`src/rtl/emu_run_controller_if.sv`:
```
// Host command channel for the emulator run controller: valid/ready handshake
// carrying an opcode and a time/step argument.
interface emu_run_controller_if #(
  parameter int unsigned time_width = 64
) ();

  logic                  cmd_valid;
  logic                  cmd_ready;
  logic [1:0]            cmd_op;
  logic [time_width-1:0] cmd_arg;

  // Host side drives the command, controller answers with ready.
  modport master (
    output cmd_valid,
    output cmd_op,
    output cmd_arg,
    input  cmd_ready
  );

  modport slave (
    input  cmd_valid,
    input  cmd_op,
    input  cmd_arg,
    output cmd_ready
  );

endinterface

```
`src/rtl/emu_run_controller.sv`:
```
// Run/stop sequencer for the emulator time base. Contributes dt_cap to the
// time-step min-reduction: 0 freezes time, DMAX leaves it free, and in
// RUN_UNTIL it clamps so emulation time lands exactly on the target.
module emu_run_controller #(
  parameter int unsigned width      = 32,
  parameter int unsigned time_width = 64,
  parameter int unsigned step_width = 16
) (
  input  logic                         emu_clk,
  input  logic                         emu_rst_n,
  emu_run_controller_if.slave          cmd,
  input  logic                         ext_hold,
  input  logic signed [time_width-1:0] emu_time,
  input  logic signed [width-1:0]      emu_dt,
  output logic signed [width-1:0]      dt_cap,
  output logic                         emu_stall,
  output logic                         busy,
  output logic                         done,
  output logic [1:0]                   state
);

  localparam int unsigned wide_w = time_width + 1;

  localparam logic [1:0] op_stop      = 2'd0;
  localparam logic [1:0] op_run       = 2'd1;
  localparam logic [1:0] op_run_until = 2'd2;
  localparam logic [1:0] op_step      = 2'd3;

  localparam logic signed [width-1:0]  dmax      = {1'b0, {(width-1){1'b1}}};
  localparam logic signed [wide_w-1:0] dmax_wide =
    {{(wide_w-width){1'b0}}, 1'b0, {(width-1){1'b1}}};

  typedef enum logic [1:0] {
    s_idle      = 2'd0,
    s_run_free  = 2'd1,
    s_run_until = 2'd2,
    s_step      = 2'd3
  } state_t;

  state_t                        state_q, state_d;
  logic signed [time_width-1:0]  target_q, target_d;
  logic [step_width-1:0]         step_cnt_q, step_cnt_d;
  logic                          done_q, done_d;

  logic signed [wide_w-1:0]      time_wide;
  logic signed [wide_w-1:0]      target_wide;
  logic signed [wide_w-1:0]      dt_wide;
  logic signed [wide_w-1:0]      rem_c;
  logic signed [wide_w-1:0]      reach_sum_c;
  logic                          rem_pos_c;
  logic                          advance_c;
  logic                          reached_c;
  logic                          accept_c;
  logic                          arg_le_time_c;

  // One-bit-wider operands so target - time cannot wrap at the time extremes.
  assign time_wide   = {emu_time[time_width-1], emu_time};
  assign target_wide = {target_q[time_width-1], target_q};
  assign dt_wide     = {{(wide_w-width){emu_dt[width-1]}}, emu_dt};
  assign rem_c       = target_wide - time_wide;
  assign reach_sum_c = time_wide + dt_wide;
  assign rem_pos_c   = !rem_c[wide_w-1] && (rem_c != '0);
  assign reached_c   = reach_sum_c >= target_wide;

  // Only a strictly positive selected dt counts as progress; a hold never does.
  assign advance_c   = !ext_hold && !emu_dt[width-1] && (emu_dt != '0);

  assign arg_le_time_c = $signed(cmd.cmd_arg) <= emu_time;

  // Non-STOP commands back-pressure until the controller is idle.
  assign cmd.cmd_ready = (state_q == s_idle) || (cmd.cmd_op == op_stop);
  assign accept_c      = cmd.cmd_valid && cmd.cmd_ready;

  // dt request straight from registered state so no latency enters the time path.
  always_comb begin
    dt_cap = '0;
    if (!ext_hold) begin
      case (state_q)
        s_run_free, s_step: dt_cap = dmax;
        s_run_until: begin
          if (rem_pos_c) begin
            dt_cap = (rem_c > dmax_wide) ? dmax : rem_c[width-1:0];
          end
        end
        default: dt_cap = '0;
      endcase
    end
  end

  assign emu_stall = (dt_cap == '0);
  assign busy      = (state_q != s_idle);
  assign state     = state_q;
  assign done      = done_q;

  // Next-state logic; an accepted STOP overrides any same-cycle completion.
  always_comb begin
    state_d    = state_q;
    target_d   = target_q;
    step_cnt_d = step_cnt_q;
    done_d     = 1'b0;
    case (state_q)
      s_idle: begin
        if (accept_c) begin
          case (cmd.cmd_op)
            op_stop: done_d = 1'b1;
            op_run:  state_d = s_run_free;
            op_run_until: begin
              target_d = $signed(cmd.cmd_arg);
              if (arg_le_time_c) begin
                done_d = 1'b1;
              end else begin
                state_d = s_run_until;
              end
            end
            op_step: begin
              step_cnt_d = cmd.cmd_arg[step_width-1:0];
              if (cmd.cmd_arg[step_width-1:0] == '0) begin
                done_d = 1'b1;
              end else begin
                state_d = s_step;
              end
            end
            default: state_d = s_idle;
          endcase
        end
      end
      s_run_free: begin
        if (accept_c) begin
          state_d = s_idle;
          done_d  = 1'b1;
        end
      end
      s_run_until: begin
        if (accept_c || (advance_c && reached_c)) begin
          state_d = s_idle;
          done_d  = 1'b1;
        end
      end
      s_step: begin
        if (accept_c) begin
          state_d = s_idle;
          done_d  = 1'b1;
        end else if (advance_c) begin
          step_cnt_d = step_cnt_q - step_width'(1);
          if (step_cnt_q == step_width'(1)) begin
            state_d = s_idle;
            done_d  = 1'b1;
          end
        end
      end
      default: state_d = s_idle;
    endcase
  end

  // State registers; reset aborts any run without a done pulse.
  always_ff @(posedge emu_clk or negedge emu_rst_n) begin
    if (!emu_rst_n) begin
      state_q    <= s_idle;
      target_q   <= '0;
      step_cnt_q <= '0;
      done_q     <= 1'b0;
    end else begin
      state_q    <= state_d;
      target_q   <= target_d;
      step_cnt_q <= step_cnt_d;
      done_q     <= done_d;
    end
  end

endmodule

```
`src/flat_wrapper.sv`:
```
// flat-port wrapper written by rule: the top's interface ports become plain ports
module emu_run_controller_flat 
#(
  parameter int unsigned width      = 32,
  parameter int unsigned time_width = 64,
  parameter int unsigned step_width = 16
)
  (emu_clk, emu_rst_n, ext_hold, emu_time, emu_dt, dt_cap, emu_stall, busy, done, state, cmd_cmd_valid, cmd_cmd_op, cmd_cmd_arg, cmd_cmd_ready);
  emu_run_controller_if #(.time_width(time_width)) cmd_i ();
  input  logic emu_clk;
  input  logic emu_rst_n;
  input  logic ext_hold;
  input  logic signed [time_width-1:0] emu_time;
  input  logic signed [width-1:0] emu_dt;
  output logic signed [width-1:0] dt_cap;
  output logic emu_stall;
  output logic busy;
  output logic done;
  output logic [1:0] state;
  input wire logic [$bits(cmd_i.cmd_valid)-1:0] cmd_cmd_valid;
  input wire logic [$bits(cmd_i.cmd_op)-1:0] cmd_cmd_op;
  input wire logic [$bits(cmd_i.cmd_arg)-1:0] cmd_cmd_arg;
  output wire logic [$bits(cmd_i.cmd_ready)-1:0] cmd_cmd_ready;
  assign cmd_i.cmd_valid = cmd_cmd_valid;
  assign cmd_i.cmd_op = cmd_cmd_op;
  assign cmd_i.cmd_arg = cmd_cmd_arg;
  assign cmd_cmd_ready = cmd_i.cmd_ready;
  emu_run_controller #(.width(width), .time_width(time_width), .step_width(step_width)) u_core (.emu_clk(emu_clk), .emu_rst_n(emu_rst_n), .cmd(cmd_i), .ext_hold(ext_hold), .emu_time(emu_time), .emu_dt(emu_dt), .dt_cap(dt_cap), .emu_stall(emu_stall), .busy(busy), .done(done), .state(state));
endmodule
```
`config.mk`:
```
export PLATFORM = sky130hd
export DESIGN_NAME = emu_run_controller_flat
export DESIGN_NICKNAME = d
export VERILOG_FILES = /design/src/rtl/emu_run_controller_if.sv /design/src/rtl/emu_run_controller.sv /design/src/flat_wrapper.sv
export SDC_FILE = /design/constraint.sdc
export NUM_CORES = 1
export LEC_CHECK = 0
export CAP_MARGIN = 0
export CORE_ASPECT_RATIO = 1.75
export CORE_MARGIN = 4
export CORE_UTILIZATION = 55
export CTS_CLUSTER_SIZE = 16
export DETAILED_ROUTE_END_ITERATION = 8
export GPL_ROUTABILITY_DRIVEN = 0
export PLACE_DENSITY = 0.9
export RECOVER_POWER = 50
export SLEW_MARGIN = 0
export SYNTH_ARGS = -nofsm -noshare
export SYNTH_HDL_FRONTEND = slang
export SYNTH_SLANG_ARGS = --single-unit
```
`constraint.sdc`:
```
create_clock -name emu_clk -period 7 [get_ports emu_clk]
set_clock_uncertainty 0.05 [all_clocks]
set_input_delay 1.05 -clock emu_clk [delete_from_list [all_inputs] [get_ports emu_clk]]
set_output_delay 1.05 -clock emu_clk [all_outputs]
set_load 0.005 [all_outputs]
```
==> impl_metrics.tcl, run 1 <==
set metrics [dict create \
    die-height_um 228 \
    routed_wl_um 55500 \
    hold_class "reg -> reg" \
    worst_slew_margin_rel -1.41 \
    port-buffer-count 202 \
    initialDrtViolationCount 2019 \
    design_power_total_mw 6.73 \
    syn-num-nets 2405 \
    cts.path.max_buffers 2 \
    timing.critical_path.slowest_stage_cell "sky130_fd_sc_hd__clkdlybuf4s50_1" \
    cts.sink_count 83 \
    beginning_of_the_critical_path "emu_time[60]" \
    maximum_number_of_pins_on_one_net_before_global_route_repair 68 \
    fin_crit_sh 1.00 \
    grt_use_total 0.354 \
    whs_path_depth 2 \
    worst-endpoint-required_ns 5.90 \
    area_inside_the_core_boundary_sq_um 27200 \
    crit_path_max_fanout 24 \
    final_nets 2678 \
    max_freq_ghz 0.143 \
    floorplan.initialDensity 0.557 \
    dp_worst_setup_slack_ns -0.562 \
    timing.critical_path.slowest_cell_delay_ns 0.49 \
    flow.area_growth_from_synthesis_pct 23.4 \
    num_vias 17700 \
    finalWorstPathRequiredPeriod_ns 7.00 \
    detailed_place_hpwl_um 44600 \
    finalMaxSlewViolations 127 \
    timing_worst_setup_path_type "in -> out" \
    worstSetupStartpointType "primary input" \
    drc_errors 6 \
    synthDistinctLibCells 92 \
    postSynth.asyncResetShare 1.00 \
    placement.cell_area_sq_um 18300 \
    accumulated_negative_setup_slack_ns 0 \
    die_outline_area_sq_um 30400 \
    floorplan.rows 80 \
    clock_tree.root_cell "sky130_fd_sc_hd__clkbuf_16" \
    drt.antenna.violating_nets 0 \
    critical_path.cell_chain "clkdlybuf4s50_1 -> inv_1 -> ha_1 -> a21o_1 -> a222oi_1 -> buf_4 -> o311a_1 -> o2111a_1 -> o2111ai_1 -> a2111oi_1 -> nor4bb_2 -> nand4_1 -> or4_4 -> o31ai_2 -> buf_6 -> o21ai_0 -> clkdlybuf4s50_1" \
    yosysSeqAreaShare 0.137 \
    hold_buffers 0 \
    endpoint_kind "primary output" \
    cap_violations 2 \
    report.final.hold_viol_count 0 \
    cp.arrival_ns 5.90 \
    utilization 0.687 \
    failed_checks "design-rule violations, max-capacitance violations, max-slew violations" \
    postLayoutCellArea_sq_um 18700 \
    critical_path.reg2reg.startpoint "u_core.state[0]$_DFFE_PN0P_" \
    first_drt_pass_iteration_count 9 \
    critPathMostFrequentCell "sky130_fd_sc_hd__clkdlybuf4s50_1" \
    sink_of_the_worst_hold_path "u_core.target_q[0]$_DFFE_PN0P_" \
    chipWidth_um 134 \
    power_per_cell_area_nw_per_um2 359 \
    synth_edf_count 0 \
    first_pass_grt_wire_length_um 87000 \
    n_fill_cell 2050 \
    run_status "complete, but fails checks" \
    cts_buffers 9 \
    grt-ovfl-total 0 \
    syn_avg_cell_area_sq_um 7.70 \
    antenna-diode-count 0 \
    max_slew.worst_pin.slew_ns 3.62 \
    synth-warning-count 0 \
    synth-seq-cells 83 \
    ff2ff_path_depth 4 \
    antenna_found_initial 0 \
    critical_path.reg2reg.endpoint "u_core.target_q[25]$_DFFE_PN0P_" \
    num_io_pins 204 \
    clkTransAtPathRegs_ns 0.07 \
    regToRegSetupSlack_ns 2.23 \
    holdCritStartpoint "u_core.target_q[0]$_DFFE_PN0P_" \
    worst_ir_drop_vdd_mv 0.215 \
    drive_above_1_share 0.111 \
    netlist_instances 1969 \
    postLayoutSetupSlackWorst_ns 0.000806 \
    wire_per_inst_um 21.2 \
    tritoncts_clock_tree "yes" \
    first_global_vias 18100 \
    synth-main-ff-cell "sky130_fd_sc_hd__dfrtp_1" \
    p_leak_nw 8.73 \
    setup_violations 0 \
    via_count_normalized_by_instance_count 6.77 \
    clock_latency_reported_for_the_late_side_of_the_worst_skew_pair_ns 0.39 \
    synthesis.area_sq_um 15200 \
    cts_max_level 3 \
]
==> critical path: cells and delay by family <==
| kind | cells | cell delay [ns] |
|---|---|---|
| adder cells (fa/ha/maj) | 1 | 0.35 |
| buffers and inverters | 5 | 1.49 |
| AO/OA/AOI/OAI | 8 | 2.05 |
| AND/OR/NAND/NOR | 3 | 0.95 |
==> layout by cell type (no fill, tap or decap), types with 11 or more instances in the layout <==
| cell | netlist | layout |
|---|---|---|
| sky130_fd_sc_hd__nand4_1 | 68 | 68 |
| sky130_fd_sc_hd__nor2_1 | 108 | 108 |
| sky130_fd_sc_hd__inv_1 | 179 | 179 |
| sky130_fd_sc_hd__and2_1 | 11 | 11 |
| sky130_fd_sc_hd__o211ai_1 | 15 | 15 |
| sky130_fd_sc_hd__nand2_1 | 144 | 144 |
| sky130_fd_sc_hd__o21a_1 | 25 | 24 |
| sky130_fd_sc_hd__nand3_1 | 57 | 57 |
| sky130_fd_sc_hd__o21bai_1 | 22 | 22 |
| sky130_fd_sc_hd__nand2b_1 | 19 | 19 |
| sky130_fd_sc_hd__a31oi_1 | 22 | 21 |
| sky130_fd_sc_hd__ha_1 | 268 | 268 |
| sky130_fd_sc_hd__o21ai_0 | 136 | 133 |
| sky130_fd_sc_hd__dfrtp_1 | 83 | 83 |
| sky130_fd_sc_hd__a21o_1 | 98 | 98 |
| sky130_fd_sc_hd__xor2_1 | 34 | 34 |
| sky130_fd_sc_hd__nor3_1 | 32 | 31 |
| sky130_fd_sc_hd__clkdlybuf4s50_1 | 0 | 195 |
| sky130_fd_sc_hd__nor2b_1 | 16 | 15 |
| sky130_fd_sc_hd__o22ai_1 | 19 | 19 |
| sky130_fd_sc_hd__a21oi_1 | 182 | 178 |
| sky130_fd_sc_hd__mux2_2 | 64 | 64 |
| sky130_fd_sc_hd__o31ai_1 | 17 | 13 |
| sky130_fd_sc_hd__a211oi_1 | 22 | 20 |
| sky130_fd_sc_hd__buf_4 | 1 | 113 |
| sky130_fd_sc_hd__nor4_1 | 24 | 23 |
| sky130_fd_sc_hd__xnor2_1 | 65 | 65 |
==> logic make-up (layout without fill, tap and decap cells) <==
kind of cell | after synthesis | count (layout) | synth area share
AO/OA/AOI/OAI | 669 | 669 | 0.290
AND/OR/NAND/NOR | 541 | 541 | 0.180
adder cells (fa/ha/maj) | 270 | 270 | 0.224
buffers and inverters | 235 | 513 | 0.0596
XOR/XNOR | 99 | 99 | 0.0572
flip-flops | 83 | 83 | 0.137
multiplexers | 71 | 71 | 0.0521
other | 1 | 1 | 0.000247
==> Yosys cell counts (9+ instances only) <==
cell type                    n  area share
sky130_fd_sc_hd__a211oi_1   22       0.011
sky130_fd_sc_hd__a21o_1     98       0.049
sky130_fd_sc_hd__a21oi_1   182       0.060
sky130_fd_sc_hd__a31oi_1    22      0.0091
sky130_fd_sc_hd__and2_1     11      0.0045
sky130_fd_sc_hd__and3_1      9      0.0037
sky130_fd_sc_hd__buf_2      14      0.0046
sky130_fd_sc_hd__clkbuf_1   37      0.0092
sky130_fd_sc_hd__dfrtp_1    83        0.14
sky130_fd_sc_hd__ha_1      268        0.22
sky130_fd_sc_hd__inv_1     179       0.044
sky130_fd_sc_hd__mux2_2     64       0.048
sky130_fd_sc_hd__nand2_1   144       0.036
sky130_fd_sc_hd__nand2b_1   19      0.0078
sky130_fd_sc_hd__nand3_1    57       0.019
sky130_fd_sc_hd__nand4_1    68       0.028
sky130_fd_sc_hd__nor2_1    108       0.027
sky130_fd_sc_hd__nor2b_1    16      0.0066
sky130_fd_sc_hd__nor3_1     32       0.011
sky130_fd_sc_hd__nor4_1     24      0.0099
sky130_fd_sc_hd__o211ai_1   15      0.0074
sky130_fd_sc_hd__o21a_1     25       0.012
sky130_fd_sc_hd__o21ai_0   136       0.045
sky130_fd_sc_hd__o21bai_1   22       0.011
sky130_fd_sc_hd__o22ai_1    19      0.0078
sky130_fd_sc_hd__o31ai_1    17      0.0084
sky130_fd_sc_hd__or3_1      10      0.0041
sky130_fd_sc_hd__xnor2_1    65       0.038
sky130_fd_sc_hd__xor2_1     34       0.020
==> layer usage <==
layer / up-vias / routed length (um) / track usage
li1: 7920 / - / -
met1: 8157 / 18000 / 0.352
met2: 1195 / 26700 / 0.621
met3: 444 / 4530 / 0.0621
met4: 0 / 6250 / 0.333
met5: - / 0 / 0
==> worst max path at each step <==
| stage | end | slack, ns | depth (start not counted) |
|---|---|---|---|
| global placement | u_core.state[1]$_DFFE_PN0P_ | -0.35 | 28 |
| floorplan | u_core.done$_DFF_PN0_ | 0.81 | 25 |
| CTS | dt_cap[11] | 0.03 | 16 |
| detailed placement | u_core.done$_DFF_PN0_ | -0.56 | 27 |
| global route | u_core.done$_DFF_PN0_ | -0.02 | 28 |
| finish | dt_cap[14] | 0.0008 | 17 |
==> stage by stage <==
step	hold slack [ns]	std cells
after floorplan	0.425	1969
after global placement	0.457	2595
after detailed placement	0.482	2595
after CTS	0.496	2612
after global routing	0.513	2616
final	0.497	2616
==> sequential cells by signal, summed over array words and instances (netlist names) <==
name               cells
u_core.target_q       64
u_core.done            1
u_core.step_cnt_q     16
u_core.state           2
==> power by group <==
group          internal, mW  switching [mW]  total [mW]
clock network         0.247           0.249       0.496
logic                  2.24            3.00        5.24
registers             0.725           0.263       0.988
total                  3.21            3.52        6.73
==> cell type report <==
class                           instances  area [sq um]  share of cell area
Clock inverter                          7          58.8             0.00314
Tap cell                              369           462              0.0247
Clock buffer                            9           225              0.0120
Multi-Input combinational cell       1651         12300               0.658
Sequential cell                        83          2080               0.111
Inverter                              179           672              0.0359
Timing Repair Buffer                  318          2900               0.155
==> what timing repair did <==
| item | in CTS | in global routing |
|---|---|---|
| gates resized for setup | 5 | 26 |
| hold endpoints to repair | 0 | 0 |
| pin swaps | 2 | 9 |
| buffers inserted | 1 | 4 |
| endpoints found under the setup margin | 5 | 35 |
| gates cloned | 0 | 0 |
Note: power is estimated with default switching activity, not from simulation.
==> run 2: changes to the inputs <==
--- a/config.mk
+++ b/config.mk
@@ -5,7 +5,6 @@
 export SDC_FILE = /design/constraint.sdc
 export NUM_CORES = 1
 export LEC_CHECK = 0
-export CAP_MARGIN = 0
 export CORE_ASPECT_RATIO = 1.75
 export CORE_MARGIN = 4
 export CORE_UTILIZATION = 55
==> results of run 2 <==
The final DEF is identical to that of run 1; final timing and power are the same.
